File: src/rtl/cronometro_multi_incremento.sv
// N-player chess clock with Fischer increment, pause and per-player timeout flags.
// Times are kept in binary mm:ss and exported as BCD for the display driver.
module cronometro_multi_incremento #(
    parameter int CLOCK_FREQ = 50000000,
    parameter int N_JOG      = 2,
    parameter int INC_MAX    = 59
) (
    input  logic                   clock,
    input  logic                   reset,
    input  logic                   carga,
    input  logic                   pausa,
    input  logic [N_JOG-1:0]       j_int,
    input  logic [6:0]             chaves,
    input  logic [5:0]             inc,
    output logic [N_JOG-1:0]       ativo,
    output logic [2:0]             estado,
    output logic [N_JOG-1:0]       j_fim,
    output logic [16*N_JOG-1:0]    tempo_bcd
);

    localparam int PW = $clog2(CLOCK_FREQ);
    localparam int AW = $clog2(N_JOG);
    localparam logic [PW-1:0] PRESC_LAST = PW'(CLOCK_FREQ - 1);
    localparam logic [5:0]    INC_LIM    = 6'(INC_MAX);

    typedef enum logic [2:0] {
        S_IDLE   = 3'd0,
        S_LOADED = 3'd1,
        S_RUN    = 3'd2,
        S_PAUSE  = 3'd3,
        S_END    = 3'd4
    } state_t;

    state_t            state_q, state_d;
    logic [6:0]        min_q [N_JOG];
    logic [6:0]        min_d [N_JOG];
    logic [5:0]        sec_q [N_JOG];
    logic [5:0]        sec_d [N_JOG];
    logic [5:0]        inc_q, inc_d;
    logic [AW-1:0]     idx_q, idx_d;
    logic [N_JOG-1:0]  ativo_q, ativo_d;
    logic [N_JOG-1:0]  fim_q, fim_d;
    logic [PW-1:0]     presc_q, presc_d;

    logic              tick_s;
    logic              valid_press_s;
    logic              cur_zero_s;
    logic [6:0]        cur_min_s;
    logic [5:0]        cur_sec_s;
    logic [AW-1:0]     first_k_s;
    logic [12:0]       t_dec_s;
    logic [12:0]       t_new_s;

    function automatic logic [12:0] dec_time(input logic [6:0] m, input logic [5:0] s);
        logic [12:0] r;
        if (s != 6'd0) begin
            r = {m, s - 6'd1};
        end else if (m != 7'd0) begin
            r = {m - 7'd1, 6'd59};
        end else begin
            r = {7'd0, 6'd0};
        end
        return r;
    endfunction

    // Adds the increment with a single possible carry (both operands <= 59), saturating at 99:59.
    function automatic logic [12:0] add_time(input logic [6:0] m, input logic [5:0] s,
                                              input logic [5:0] i);
        logic [6:0] sum;
        logic [6:0] ss;
        logic [7:0] mm;
        sum = {1'b0, s} + {1'b0, i};
        ss  = (sum >= 7'd60) ? sum - 7'd60 : sum;
        mm  = (sum >= 7'd60) ? {1'b0, m} + 8'd1 : {1'b0, m};
        return (mm > 8'd99) ? {7'd99, 6'd59} : {mm[6:0], ss[5:0]};
    endfunction

    function automatic logic [7:0] to_bcd(input logic [6:0] v);
        return {4'(v / 7'd10), 4'(v % 7'd10)};
    endfunction

    function automatic logic [AW-1:0] next_idx(input logic [AW-1:0] i);
        return (i == AW'(N_JOG - 1)) ? {AW{1'b0}} : i + AW'(1);
    endfunction

    function automatic logic [N_JOG-1:0] one_hot(input logic [AW-1:0] i);
        logic [N_JOG-1:0] oh;
        oh    = {N_JOG{1'b0}};
        oh[i] = 1'b1;
        return oh;
    endfunction

    assign tick_s        = (state_q == S_RUN) && (presc_q == PRESC_LAST);
    assign cur_min_s     = min_q[idx_q];
    assign cur_sec_s     = sec_q[idx_q];
    assign cur_zero_s    = (cur_min_s == 7'd0) && (cur_sec_s == 6'd0);
    assign valid_press_s = j_int[idx_q];

    // Next-state logic: load has priority, then the per-state game rules.
    always_comb begin
        state_d   = state_q;
        min_d     = min_q;
        sec_d     = sec_q;
        inc_d     = inc_q;
        idx_d     = idx_q;
        ativo_d   = ativo_q;
        fim_d     = fim_q;
        presc_d   = presc_q;
        first_k_s = {AW{1'b0}};
        t_dec_s   = {cur_min_s, cur_sec_s};
        t_new_s   = {cur_min_s, cur_sec_s};

        for (int k = N_JOG - 1; k >= 0; k--) begin
            first_k_s = j_int[k] ? AW'(k) : first_k_s;
        end

        if (carga) begin
            state_d = S_LOADED;
            for (int k = 0; k < N_JOG; k++) begin
                min_d[k] = (chaves > 7'd99) ? 7'd99 : chaves;
                sec_d[k] = 6'd0;
            end
            inc_d   = (inc > INC_LIM) ? INC_LIM : inc;
            idx_d   = {AW{1'b0}};
            ativo_d = {N_JOG{1'b0}};
            fim_d   = {N_JOG{1'b0}};
            presc_d = {PW{1'b0}};
        end else begin
            case (state_q)
                S_LOADED: begin
                    if (|j_int) begin
                        state_d = S_RUN;
                        idx_d   = next_idx(first_k_s);
                        ativo_d = one_hot(next_idx(first_k_s));
                    end else begin
                        state_d = S_LOADED;
                    end
                end
                S_RUN: begin
                    if (cur_zero_s && !valid_press_s) begin
                        state_d       = S_END;
                        fim_d[idx_q]  = 1'b1;
                        ativo_d       = {N_JOG{1'b0}};
                        presc_d       = {PW{1'b0}};
                    end else if (pausa) begin
                        state_d = S_PAUSE;
                    end else begin
                        presc_d = tick_s ? {PW{1'b0}} : presc_q + PW'(1);
                        t_dec_s = tick_s ? dec_time(cur_min_s, cur_sec_s) : {cur_min_s, cur_sec_s};
                        t_new_s = valid_press_s ? add_time(t_dec_s[12:6], t_dec_s[5:0], inc_q) : t_dec_s;
                        min_d[idx_q] = t_new_s[12:6];
                        sec_d[idx_q] = t_new_s[5:0];
                        if (valid_press_s) begin
                            idx_d   = next_idx(idx_q);
                            ativo_d = one_hot(next_idx(idx_q));
                        end else begin
                            idx_d   = idx_q;
                        end
                    end
                end
                S_PAUSE: begin
                    if (pausa) begin
                        state_d = S_RUN;
                    end else begin
                        state_d = S_PAUSE;
                    end
                end
                default: begin
                    state_d = state_q;
                end
            endcase
        end
    end

    // State registers with asynchronous clear.
    always_ff @(posedge clock or posedge reset) begin
        if (reset) begin
            state_q <= S_IDLE;
            for (int k = 0; k < N_JOG; k++) begin
                min_q[k] <= 7'd0;
                sec_q[k] <= 6'd0;
            end
            inc_q   <= 6'd0;
            idx_q   <= {AW{1'b0}};
            ativo_q <= {N_JOG{1'b0}};
            fim_q   <= {N_JOG{1'b0}};
            presc_q <= {PW{1'b0}};
        end else begin
            state_q <= state_d;
            min_q   <= min_d;
            sec_q   <= sec_d;
            inc_q   <= inc_d;
            idx_q   <= idx_d;
            ativo_q <= ativo_d;
            fim_q   <= fim_d;
            presc_q <= presc_d;
        end
    end

    genvar g;
    generate
        for (g = 0; g < N_JOG; g++) begin : g_bcd
            assign tempo_bcd[16*g +: 16] = {to_bcd(min_q[g]), to_bcd({1'b0, sec_q[g]})};
        end
    endgenerate

    assign estado = state_q;
    assign ativo  = ativo_q;
    assign j_fim  = fim_q;

endmodule

File: config.mk
export PLATFORM = sky130hd
export DESIGN_NAME = cronometro_multi_incremento
export DESIGN_NICKNAME = d
export VERILOG_FILES = /design/src/rtl/cronometro_multi_incremento.sv
export SDC_FILE = /design/constraint.sdc
export NUM_CORES = 1
export LEC_CHECK = 0
export ABC_AREA = 1
export BUFFER_PORTS_ARGS = -buffer_cell sky130_fd_sc_hd__buf_2
export CAP_MARGIN = 20
export CORE_MARGIN = 5
export CORE_UTILIZATION = 55
export DETAILED_ROUTE_END_ITERATION = 10
export HOLD_SLACK_MARGIN = 0.12
export MAX_ROUTING_LAYER = met4
export PLACE_DENSITY = 0.77
export SYNTH_ARGS = -nofsm -noshare
export SYNTH_HDL_FRONTEND = slang
export SYNTH_SLANG_ARGS = --single-unit
File: constraint.sdc
create_clock -name clock -period 8.1 [get_ports clock]
set_input_delay 1.215 -clock clock [delete_from_list [all_inputs] [get_ports clock]]
set_output_delay 1.215 -clock clock [all_outputs]
set_load 0.01 [all_outputs]
==> impl_results.rst, run 1 <==
.. list-table::
   :header-rows: 1

   * - Metric
     - Value
   * - Number of flops mapped to enable cells by yosys
     - 0
   * - Number of antenna violations at the first check in global routing
     - 0
   * - Global-route usage over all layers
     - 0.242
   * - Sum Neg Setup Slack
     - 0 ns
   * - Synth Area per Inst
     - roughly 6.5 um2
   * - Worst vdd ir
     - 0.336 mV
   * - Ys Warns
     - 0
   * - Remaining antenna violation count
     - 0
   * - Maximum capacitance violations
     - 0
   * - Normalized max-slew margin
     - 0.385
   * - Switching portion of total power
     - 0.539
   * - Yosys reg bits
     - 66
   * - CTS max path bufs
     - 2
   * - Area growth from synthesis to layout
     - 8.32%
   * - Net switching power
     - 0.00140 W
   * - Final hold viol count
     - 0
   * - Overall routed net length
     - 14900 um
   * - Cell Area, Synth
     - 0.00583 mm2
   * - Area occupied by multi-input gates
     - 0.00349 mm2
   * - Number of CTS-inserted buffers
     - 9
   * - Depth of the CTS H-tree
     - 3
   * - Post-CTS Setup Repair Bufs
     - 0
   * - Number of fill cells in the layout
     - 1004
   * - Clk root buf
     - sky130_fd_sc_hd__clkbuf_8
   * - Internal power
     - 0.00120 W
   * - Number of I/O pins
     - 58
   * - Number of vias in the routed layout
     - approximately 5800
   * - Maximum clock frequency
     - 205 MHz
   * - Sequential Area
     - 0.00165 mm2
   * - HPWL after detailed placement
     - between 10000 and 15000 um
   * - Largest net degree at the start of global routing
     - between 60 and 70
   * - Quantity of gates resized following cts
     - 0
   * - Asr flop ratio synth
     - 1.00
   * - Pins over their slew limit
     - 0
   * - # port buffers
     - 55
   * - Data arrival time at the worst-slack endpoint
     - 5.11 ns
   * - Share of the clock period used by the worst path after layout
     - 0.603
   * - Nature of the critical path startpoint
     - register
   * - Initial DRC Count
     - 432
   * - Area of the core
     - 0.0103 mm2
   * - Required time worst endpoint
     - 8.32 ns
   * - Count of nets after finishing
     - 979
   * - Placement row count
     - 37
   * - Inserted Diodes
     - 0
   * - Flip-flop cell with the highest count after synthesis
     - sky130_fd_sc_hd__dfrtp_1
   * - Power per cell area
     - 413 mW/mm2
   * - GRT overflow
     - 0
   * - Highest net fanout along the worst path
     - 23
   * - Run status
     - complete, no violations
   * - Slew at the pin closest to its max-slew limit
     - 0.916 ns
   * - Category of the critical setup timing path
     - reg2reg
   * - Clock-pin slew reported for the worst setup and hold paths after clock tree synthesis
     - 0.07 ns
   * - Placer congestion estimate
     - ~0.98
   * - Initial core utilization
     - 0.565
   * - Shortest period the worst path allows
     - between 4 and 5 ns
   * - Sequential cell area fraction in the yosys report
     - 0.283
   * - Number of instances in the synthesized netlist
     - 898
   * - Post-DR wirelength/cell
     - 13.7 um
   * - Nature of the critical path endpoint
     - register
   * - Logic pwr share
     - 0.715
   * - Per-cell via count in the routed design
     - 5.34
   * - Sequential group share of total power
     - 0.181
   * - Hold-fix buffer count after cts
     - 0
   * - Number of setup violations in the final report
     - 0
   * - Standby leakage power
     - between 3 and 4 nW
   * - Clock latency reported for the late side of the worst-skew pair
     - ~0.36 ns
   * - Unrepaired setup endpoints after global routing
     - no
   * - Fraction of final layout cells sized beyond drive strength 1
     - 0.140
   * - 1st-pass router iterations
     - 6
   * - TritonCTS clock tree
     - yes
   * - Library cells used by synthesis
     - 53
   * - Part of the power in the clock network
     - 0.105
   * - Final worst clock skew
     - 0.00680 ns
   * - Clock sink total
     - 66
   * - Die area
     - 0.0128 mm2
   * - Horizontal die dimension
     - 113 um
   * - Number of remaining DRC errors
     - 0
   * - Vias in the first global route
     - 5323
   * - Global-route wire length before repair
     - between 20000 and 25000 um
   * - Classification of the worst-slack hold path
     - reg2reg
   * - Die Height
     - 113 um
   * - Total power consumption of the routed design
     - between 0.002 and 0.003 W
-- placed cells by master (no fill, tap or decap), types with 9 or more instances in the layout --
master,synthesis,final
sky130_fd_sc_hd__nand4_1,18,18
sky130_fd_sc_hd__nand2_2,9,9
sky130_fd_sc_hd__clkbuf_8,0,10
sky130_fd_sc_hd__nor3_1,19,19
sky130_fd_sc_hd__inv_1,128,127
sky130_fd_sc_hd__buf_2,5,55
sky130_fd_sc_hd__o21ai_1,10,10
sky130_fd_sc_hd__xor2_1,16,16
sky130_fd_sc_hd__nor2_1,94,94
sky130_fd_sc_hd__o21ai_0,55,55
sky130_fd_sc_hd__nor2_2,10,10
sky130_fd_sc_hd__ha_1,16,16
sky130_fd_sc_hd__dfrtp_1,66,66
sky130_fd_sc_hd__a21oi_1,37,37
sky130_fd_sc_hd__nand3_1,73,73
sky130_fd_sc_hd__nand2_1,230,230
sky130_fd_sc_hd__inv_2,8,9
-- synth_stat cells, types with 2 or more instances --
cell / number / share of area
sky130_fd_sc_hd__nand2_1: 230 / 0.15
sky130_fd_sc_hd__inv_1: 128 / 0.082
sky130_fd_sc_hd__nor2_1: 94 / 0.061
sky130_fd_sc_hd__nand3_1: 73 / 0.063
sky130_fd_sc_hd__dfrtp_1: 66 / 0.28
sky130_fd_sc_hd__o21ai_0: 55 / 0.047
sky130_fd_sc_hd__a21oi_1: 37 / 0.032
sky130_fd_sc_hd__nor3_1: 19 / 0.016
sky130_fd_sc_hd__nand4_1: 18 / 0.019
sky130_fd_sc_hd__ha_1: 16 / 0.034
sky130_fd_sc_hd__xor2_1: 16 / 0.024
sky130_fd_sc_hd__nor2_2: 10 / 0.011
sky130_fd_sc_hd__o21ai_1: 10 / 0.0086
sky130_fd_sc_hd__buf_4: 9 / 0.012
sky130_fd_sc_hd__nand2_2: 9 / 0.0097
sky130_fd_sc_hd__a21boi_1: 8 / 0.010
sky130_fd_sc_hd__inv_2: 8 / 0.0051
sky130_fd_sc_hd__nand3_2: 8 / 0.014
sky130_fd_sc_hd__nand3b_1: 7 / 0.0090
sky130_fd_sc_hd__clkbuf_1: 6 / 0.0039
sky130_fd_sc_hd__nor2_4: 6 / 0.012
sky130_fd_sc_hd__buf_2: 5 / 0.0043
sky130_fd_sc_hd__buf_6: 5 / 0.0097
sky130_fd_sc_hd__nand2_4: 4 / 0.0077
sky130_fd_sc_hd__o21ai_2: 4 / 0.0060
sky130_fd_sc_hd__or2_2: 4 / 0.0043
sky130_fd_sc_hd__xnor2_1: 4 / 0.0060
sky130_fd_sc_hd__a21boi_0: 3 / 0.0039
sky130_fd_sc_hd__a31oi_1: 3 / 0.0032
sky130_fd_sc_hd__mux2i_1: 3 / 0.0051
sky130_fd_sc_hd__or2_1: 3 / 0.0032
sky130_fd_sc_hd__a21oi_2: 2 / 0.0030
sky130_fd_sc_hd__a22o_1: 2 / 0.0030
sky130_fd_sc_hd__nand3_4: 2 / 0.0060
sky130_fd_sc_hd__o22ai_1: 2 / 0.0021
sky130_fd_sc_hd__o311ai_0: 2 / 0.0030
-- registers in the layout, summed over array words and instances (netlist names) --
signal and cells:
j_fim 2, ativo 2, min_q 14, estado 3, inc_q 6, idx_q 1, sec_q 12, presc_q 26
-- worst paths after layout --
check                          from           to  slack [ns]  depth (start not counted)
setup / recovery              idx_q     sec_q[0]        3.22                         25
hold / removal             inc_q[4]     inc_q[4]        0.48                          2
setup reg to reg              idx_q     sec_q[0]        3.22                         25
hold reg to reg            inc_q[4]     inc_q[4]        0.48                          2
max in group asynchronous     reset  presc_q[20]        6.44                          3
min in group asynchronous     reset     inc_q[2]        1.12                          3
-- logic make-up (layout without fill, tap and decap cells) --
family | after synthesis | in the layout | share of synthesized area
and+or+nand+nor | 490 | 490 | 0.387
AOI/OAI and AO/OA | 138 | 138 | 0.138
buffers and inverters | 163 | 211 | 0.119
DFF | 66 | 66 | 0.283
other | 1 | 2 | 0.000643
muxes | 3 | 3 | 0.00515
xor gates and xnor gates | 20 | 20 | 0.0300
adders and majority gates | 17 | 17 | 0.0378
-- power by group through the flow --
stage | Clock [W] | Sequential (W) | Combinational [W]
4_1_cts | 0.000279 | 0.000471 | 0.00186
5_1_grt | 0.000295 | 0.000478 | 0.00211
3_5_place_dp | 0 | 0.000477 | 0.00185
6_report | 0.000273 | 0.000472 | 0.00186
2_1_floorplan | 0 | 0.000458 | 0.00141
3_3_place_gp | 0 | 0.000474 | 0.00182
-- worst max-delay path, cell delays in order (launching register included) --
cell and delay, ns:
sky130_fd_sc_hd__dfrtp_1 0.46, sky130_fd_sc_hd__buf_4 0.25, sky130_fd_sc_hd__o21ai_0 0.38, sky130_fd_sc_hd__ha_1 0.26, sky130_fd_sc_hd__nand3_1 0.12, sky130_fd_sc_hd__nor2_4 0.19
sky130_fd_sc_hd__nand3_2 0.15, sky130_fd_sc_hd__inv_2 0.17, sky130_fd_sc_hd__nor2_1 0.07, sky130_fd_sc_hd__ha_1 0.23, sky130_fd_sc_hd__fa_1 0.43, sky130_fd_sc_hd__xor2_1 0.28
sky130_fd_sc_hd__ha_1 0.23, sky130_fd_sc_hd__nand2_1 0.06, sky130_fd_sc_hd__nor2_1 0.09, sky130_fd_sc_hd__o21ai_0 0.09, sky130_fd_sc_hd__nand2_1 0.31, sky130_fd_sc_hd__nand2_1 0.12
sky130_fd_sc_hd__xor2_1 0.19, sky130_fd_sc_hd__nand3_1 0.14, sky130_fd_sc_hd__nand2_4 0.15, sky130_fd_sc_hd__nand2_4 0.08, sky130_fd_sc_hd__nor2_1 0.09, sky130_fd_sc_hd__nand2_1 0.07
sky130_fd_sc_hd__nand3_1 0.08, sky130_fd_sc_hd__o21ai_0 0.08
-- metal layers --
| layer | part of all wire | GRT usage |
|---|---|---|
| met4 | 0.017 | 0.0697 |
| met3 | 0.074 | 0.0481 |
| met5 | 0 | - |
| met1 | 0.48 | 0.330 |
| met2 | 0.43 | 0.367 |
-- layout make-up --
| class | count | share of cell area |
|---|---|---|
| clock buffer | 12 | 0.0230 |
| clock inverter | 3 | 0.00634 |
| inverter | 138 | 0.0824 |
| multi-input combinational | 670 | 0.553 |
| sequential | 66 | 0.261 |
| tap | 136 | 0.0269 |
| timing repair buffer | 58 | 0.0471 |
-- per-stage QoR --
stage          worst slack [ns]  hold WS, ns  std cells  cell area (um2)   util
2_1_floorplan              3.93        0.448        899             5840      -
3_3_place_gp               3.44        0.467       1068             6130  0.594
3_5_place_dp               3.29        0.470       1068             6130  0.594
4_1_cts                    3.26        0.491       1083             6320  0.612
5_1_grt                    2.75        0.531       1083             6320  0.612
6_report                   3.22        0.483       1083             6320  0.612
(Power assumes the default switching activity.)
==> inputs of run 2 (changes only) <==
Settings changed: PLACE_DENSITY 0.77 to 0.8.
Clock period 8.1 ns to 4.4 ns, I/O delays scaled along.
==> impl_results.rst, run 2 (synthesized netlist as in run 1, its figures left out) <==
.. list-table::
   :header-rows: 1

   * - Metric
     - Value
   * - # port buffers
     - 55
   * - Horizontal die dimension
     - ~110 um
   * - Final hold viol count
     - 0
   * - Highest net fanout along the worst path
     - 8
   * - Sequential group share of total power
     - 0.164
   * - Registers with the most flip-flops
     - presc_q (26), min_q (14), sec_q (12)
   * - Commonest cells after routing, fill and taps aside
     - sky130_fd_sc_hd__nand2_1, sky130_fd_sc_hd__inv_1, sky130_fd_sc_hd__nor2_1
   * - Placer congestion estimate
     - roughly 0.95
   * - Overall routed net length
     - between 15000 and 20000 um
   * - Standby leakage power
     - between 3 and 4 nW
   * - Number of I/O pins
     - 58
   * - Setup slack of the worst register-to-register path
     - 0.11 ns
   * - Classification of the worst-slack hold path
     - in2async
   * - Switching portion of total power
     - 0.515
   * - Pins over their slew limit
     - 0
   * - Placement row count
     - 37
   * - Internal power
     - 0.00259 W
   * - Depth of the CTS H-tree
     - 3
   * - Start of the worst register-to-register path
     - presc_q[11]
   * - Category of the critical setup timing path
     - reg2reg
   * - Nature of the critical path endpoint
     - register
   * - Global-route wire length before repair
     - 26500 um
   * - Share of the clock period used by the worst path after layout
     - 0.974
   * - Largest register FFs
     - 26
   * - Final worst clock skew
     - between 0.01 and 0.015 ns
   * - Clock latency reported for the late side of the worst-skew pair
     - 0.36 ns
   * - Area of the core
     - between 0.01 and 0.015 mm2
   * - Total power consumption of the routed design
     - 0.00534 W
   * - Remaining antenna violation count
     - 0
   * - Shortest period the worst path allows
     - 4.29 ns
   * - Number of setup violations in the final report
     - 0
   * - Slew at the pin closest to its max-slew limit
     - 0.776 ns
   * - Clock sink total
     - between 60 and 70
   * - Data arrival time at the worst-slack endpoint
     - 4.51 ns
   * - Number of CTS-inserted buffers
     - 9
   * - Maximum clock frequency
     - roughly 230 MHz
   * - Clock-pin slew reported for the worst setup and hold paths after clock tree synthesis
     - about 0.08 ns
   * - Endpoint of the lowest-slack register-to-register path
     - sec_q[6]
   * - Worst vdd ir
     - 0.842 mV
   * - Required time worst endpoint
     - 4.63 ns
   * - Logic pwr share
     - 0.703
   * - HPWL after detailed placement
     - 12100 um
   * - Final Instance Count excl. Fillers
     - 1116
   * - Number of remaining DRC errors
     - 0
   * - Inserted Diodes
     - 0
   * - Global-route usage over all layers
     - 0.257
   * - Clk root buf
     - sky130_fd_sc_hd__clkbuf_8
   * - Critical Path Max Stage Delay
     - 0.45 ns
   * - Biggest register
     - presc_q
   * - Most frequent standard cell in the layout excluding fill and tap cells
     - sky130_fd_sc_hd__nand2_1
   * - Part of the power in the clock network
     - 0.132
   * - Crit path max-delay family
     - simple AND/OR/NAND/NOR gates
   * - Number of antenna violations at the first check in global routing
     - 0
   * - CTS max path bufs
     - 2
   * - Run status
     - complete, no violations
   * - Number of cells on the worst reg-to-reg path
     - 29
   * - Number of buffers and inverters on the critical path
     - 3
   * - Normalized max-slew margin
     - 0.476
   * - Die Height
     - between 100 and 150 um
   * - Hold-fix buffer count after cts
     - 0
   * - Nature of the critical path startpoint
     - register
   * - Post-DR wirelength/cell
     - 14.2 um
   * - Fraction of final layout cells sized beyond drive strength 1
     - 0.193
   * - Slowest cell on the critical path
     - sky130_fd_sc_hd__dfrtp_1
   * - Initial core utilization
     - 0.565
   * - Number of vias in the routed layout
     - 6099
   * - Count of nets after finishing
     - 1011
   * - Net switching power
     - 0.00275 W
   * - Die area
     - 0.0128 mm2
   * - Vias in the first global route
     - 5492
   * - 1st-pass router iterations
     - 5
   * - Per-cell via count in the routed design
     - 5.47
   * - Largest net degree at the start of global routing
     - 35
   * - Initial DRC Count
     - 621
   * - GRT overflow
     - 0
   * - Maximum capacitance violations
     - 0
   * - Power per cell area
     - 789 mW/mm2
   * - TritonCTS clock tree
     - yes
   * - Area growth from synthesis to layout
     - 16.1%
   * - Placed cell count
     - 1089
==> run 2: worst register-to-register path, delay by kind of cell, from the launching register on <==
family / cells / cell delay (ns)
simple gates: 20 / 2.25
compound gates: 4 / 0.65
fa+ha+maj: 2 / 0.46
flops: 1 / 0.45
buf+inv: 3 / 0.34
==> run 2: what timing repair did <==
action,4_1_cts,5_1_grt
pin swaps,0,9
setup endpoints to repair,2,26
setup buffers,0,11
gates resized for setup,2,34
==> run 2: area by class of cell <==
cell class | count | area (um2)
Sequential cell | 66 | 1650
Inverter | 138 | 526
Fill cell | 940 | 3550
Tap cell | 136 | 170
Clock inverter | 6 | 136
Multi-Input combinational cell | 670 | 3600
Clock buffer | 10 | 138
Timing Repair Buffer | 90 | 543
==> run 2: through the flow <==
step | setup WS [ns] | setup TNS (ns) | hold WS (ns) | utilization | area, um2
after floorplan | 0.225 | 0 | 0.448 | - | 5840
after global placement | 0.134 | 0 | 0.466 | 0.609 | 6290
after detailed placement | 0.00171 | 0 | 0.471 | 0.609 | 6290
after CTS | 0.0136 | 0 | 0.439 | 0.636 | 6570
after global routing | -0.248 | -4.32 | 0.482 | 0.656 | 6770
final | 0.114 | 0 | 0.419 | 0.656 | 6770
==> run 2: power by group through the flow <==
stage               registers, W  clock network, W  logic [W]
floorplan               0.000843                 0    0.00259
global placement        0.000880                 0    0.00347
detailed placement      0.000881                 0    0.00351
CTS                     0.000872          0.000716    0.00354
global route            0.000898          0.000744    0.00423
finish                  0.000877          0.000706    0.00375
==> run 2: worst max path at each step <==
stage / startpoint / to / slack, ns / cells past startpoint
4_1_cts: idx_q / sec_q[6] / 0.01 / 26
3_3_place_gp: idx_q / sec_q[1] / 0.13 / 28
5_1_grt: presc_q[0] / sec_q[0] / -0.25 / 29
6_report: presc_q[11] / sec_q[6] / 0.11 / 29
3_5_place_dp: idx_q / sec_q[6] / 0.002 / 28
2_1_floorplan: idx_q / sec_q[7] / 0.23 / 27
==> run 2: per-layer routing <==
metal | routed length (um) | GRT usage | vias to the layer above
li1 | - | - | 3045
met1 | 7230 | 0.370 | 2756
met2 | 6930 | 0.381 | 263
met3 | 1270 | 0.0406 | 35
met4 | 365 | 0.0609 | 0
met5 | 0 | - | -
==> inputs of run 3 (changes only) <==
--- a/config.mk
+++ b/config.mk
@@ -10,3 +10,3 @@
 export CAP_MARGIN = 20
-export CORE_MARGIN = 5
+export CORE_MARGIN = 2
 export CORE_UTILIZATION = 55
--- a/constraint.sdc
+++ b/constraint.sdc
@@ -3,2 +3,2 @@
 set_output_delay 0.66 -clock clock [all_outputs]
-set_load 0.01 [all_outputs]
+set_load 0.1 [all_outputs]
==> impl_results.rst, run 3 (synthesized netlist as in run 1, its figures left out) <==
.. list-table::
   :header-rows: 1

   * - Metric
     - Value
   * - Run status
     - complete, no violations
   * - Number of setup violations in the final report
     - 0
   * - Biggest register
     - presc_q
   * - GRT overflow
     - 0
   * - Number of buffers and inverters on the critical path
     - 5
   * - Slowest cell on the critical path
     - sky130_fd_sc_hd__dfrtp_2
   * - Global-route wire length before repair
     - 25900 um
   * - Number of I/O pins
     - 58
   * - Total placed instance area
     - between 0.006 and 0.007 mm2
   * - Fraction of final layout cells sized beyond drive strength 1
     - 0.222
   * - Clock latency reported for the late side of the worst-skew pair
     - between 0.3 and 0.4 ns
   * - Routed length on met2
     - ~6700 um
   * - Number of remaining DRC errors
     - 0
   * - Initial DRC Count
     - 511
   * - TritonCTS clock tree
     - yes
   * - Endpoint of the lowest-slack register-to-register path
     - sec_q[1]
   * - Count of nets after finishing
     - 1011
   * - Largest net degree at the start of global routing
     - 39
   * - Design Area, Final
     - 0.00693 mm2
   * - Vias in the first global route
     - 5505
   * - Number of cells on the worst reg-to-reg path
     - 31
   * - Area growth from synthesis to layout
     - 18.8%
   * - Horizontal die dimension
     - 107 um
   * - Crit path max-delay family
     - simple AND/OR/NAND/NOR gates
   * - Inserted Diodes
     - 0
   * - Cell seen most often among critical-path stages
     - sky130_fd_sc_hd__nand2_1
   * - Per-cell via count in the routed design
     - 5.41
   * - Capturing instance or port of the critical path
     - sec_q[1]
   * - 1st-pass router iterations
     - 5
   * - Overall routed net length
     - 15500 um
   * - Share of the clock period used by the worst path after layout
     - 0.959
   * - Maximum clock frequency
     - 237 MHz
   * - Highest net fanout along the worst path
     - 8
   * - Remaining antenna violation count
     - 0
   * - Area of the core
     - 0.0103 mm2
   * - Depth of the CTS H-tree
     - 3
   * - Maximum capacitance violations
     - 0
   * - M1 WL
     - 7320 um
   * - Registers with the most flip-flops
     - presc_q (26), min_q (14), sec_q (12)
   * - Die Height
     - 107 um
   * - Critical Path Max Stage Delay
     - between 0.4 and 0.5 ns
   * - Die area
     - 0.0114 mm2
   * - Placement row count
     - 37
   * - Clock-pin slew reported for the worst setup and hold paths after clock tree synthesis
     - 0.07 ns
   * - Number of cells on the critical path
     - 31
   * - Crit path launch
     - idx_q
   * - Global-route usage over all layers
     - 0.288
   * - Uppermost layer routed
     - met4
   * - Nature of the critical path endpoint
     - register
   * - # port buffers
     - 55
   * - Shortest period the worst path allows
     - 4.22 ns
   * - Number of vias in the routed layout
     - 6043
   * - Post-DR wirelength/cell
     - 13.8 um
   * - Data arrival time at the worst-slack endpoint
     - 4.49 ns
   * - Clk root buf
     - sky130_fd_sc_hd__clkbuf_8
   * - Number of CTS-inserted buffers
     - 9
   * - Slew at the pin closest to its max-slew limit
     - 0.624 ns
   * - CTS max path bufs
     - 2
   * - Commonest cells after routing, fill and taps aside
     - sky130_fd_sc_hd__nand2_1, sky130_fd_sc_hd__inv_1, sky130_fd_sc_hd__nor2_1
   * - HPWL after detailed placement
     - 11900 um
   * - Placer congestion estimate
     - 1.03
   * - Clock sink total
     - 66
   * - Initial core utilization
     - 0.565
   * - Pins over their slew limit
     - 0
   * - Largest register FFs
     - 26
   * - Classification of the worst-slack hold path
     - in2async
   * - Category of the critical setup timing path
     - reg2reg
   * - Setup slack of the worst register-to-register path
     - around 0.18 ns
   * - Unrepaired setup endpoints after global routing
     - yes
   * - Number of antenna violations at the first check in global routing
     - 0
   * - Start of the worst register-to-register path
     - idx_q
   * - Required time worst endpoint
     - 4.67 ns
   * - Nature of the critical path startpoint
     - register
   * - Most frequent standard cell in the layout excluding fill and tap cells
     - sky130_fd_sc_hd__nand2_1
   * - Normalized max-slew margin
     - 0.579
   * - Final worst clock skew
     - between 0.015 and 0.02 ns
   * - Final hold viol count
     - 0
   * - Met3 wire length
     - 1240 um
## run 3: layout make-up
type,instances,area (um2)
clock inverter,5,53.8
clock buffer,11,141
inverter,138,526
timing repair buffer,90,538
fill,901,3390
sequential,66,1650
tap,136,170
multi-input combinational,670,3850
## run 3: through the flow
step / setup WS, ns / hold slack (ns) / setup TNS [ns] / instances / utilization
4_1_cts: 0.0263 / 0.400 / 0 / 1107 / 0.655
6_report: 0.182 / 0.376 / 0 / 1116 / 0.671
5_1_grt: -0.0895 / 0.438 / -0.211 / 1116 / 0.671
2_1_floorplan: -0.242 / 0.448 / -0.598 / 899 / -
3_5_place_dp: -0.00245 / 0.480 / -0.00245 / 1091 / 0.636
3_3_place_gp: 0.113 / 0.467 / 0 / 1091 / 0.636
## run 3: worst register-to-register path: cells and delay by family, from the launching register on
family                     cells  cell delay [ns]
and+or+nand+nor               19             2.00
buffers and inverters          5             0.66
AOI/OAI and AO/OA              5             0.55
DFF                            1             0.46
adders and majority gates      2             0.50
## run 3: worst min-delay path by stage
stage,endpoint,slack [ns],depth (start not counted)
after floorplan,inc_q[4],0.45,2
after global placement,inc_q[4],0.47,2
after CTS,inc_q[3],0.40,2
final,inc_q[3],0.38,2
after detailed placement,inc_q[5],0.48,2
after global routing,min_q[3],0.44,2
## run 3: timing repair
| action | CTS | global route |
|---|---|---|
| pin swaps | 0 | 8 |
| cloned | 0 | 0 |
| hold buffers | 0 | 0 |
| resized for setup | 1 | 33 |
| setup buffers | 0 | 9 |
| endpoints found under the setup margin | 2 | 27 |
## run 3: routing by layer
metal	vias up	global-route usage
li1	3046	-
met1	2731	0.418
met2	242	0.426
met3	24	0.0480
met4	0	0.0612
met5	-	-
Power of run 3 is left out: the tool's default activity adds up to more than one toggle a clock period on the data nets, which glitch-free logic cannot reach.
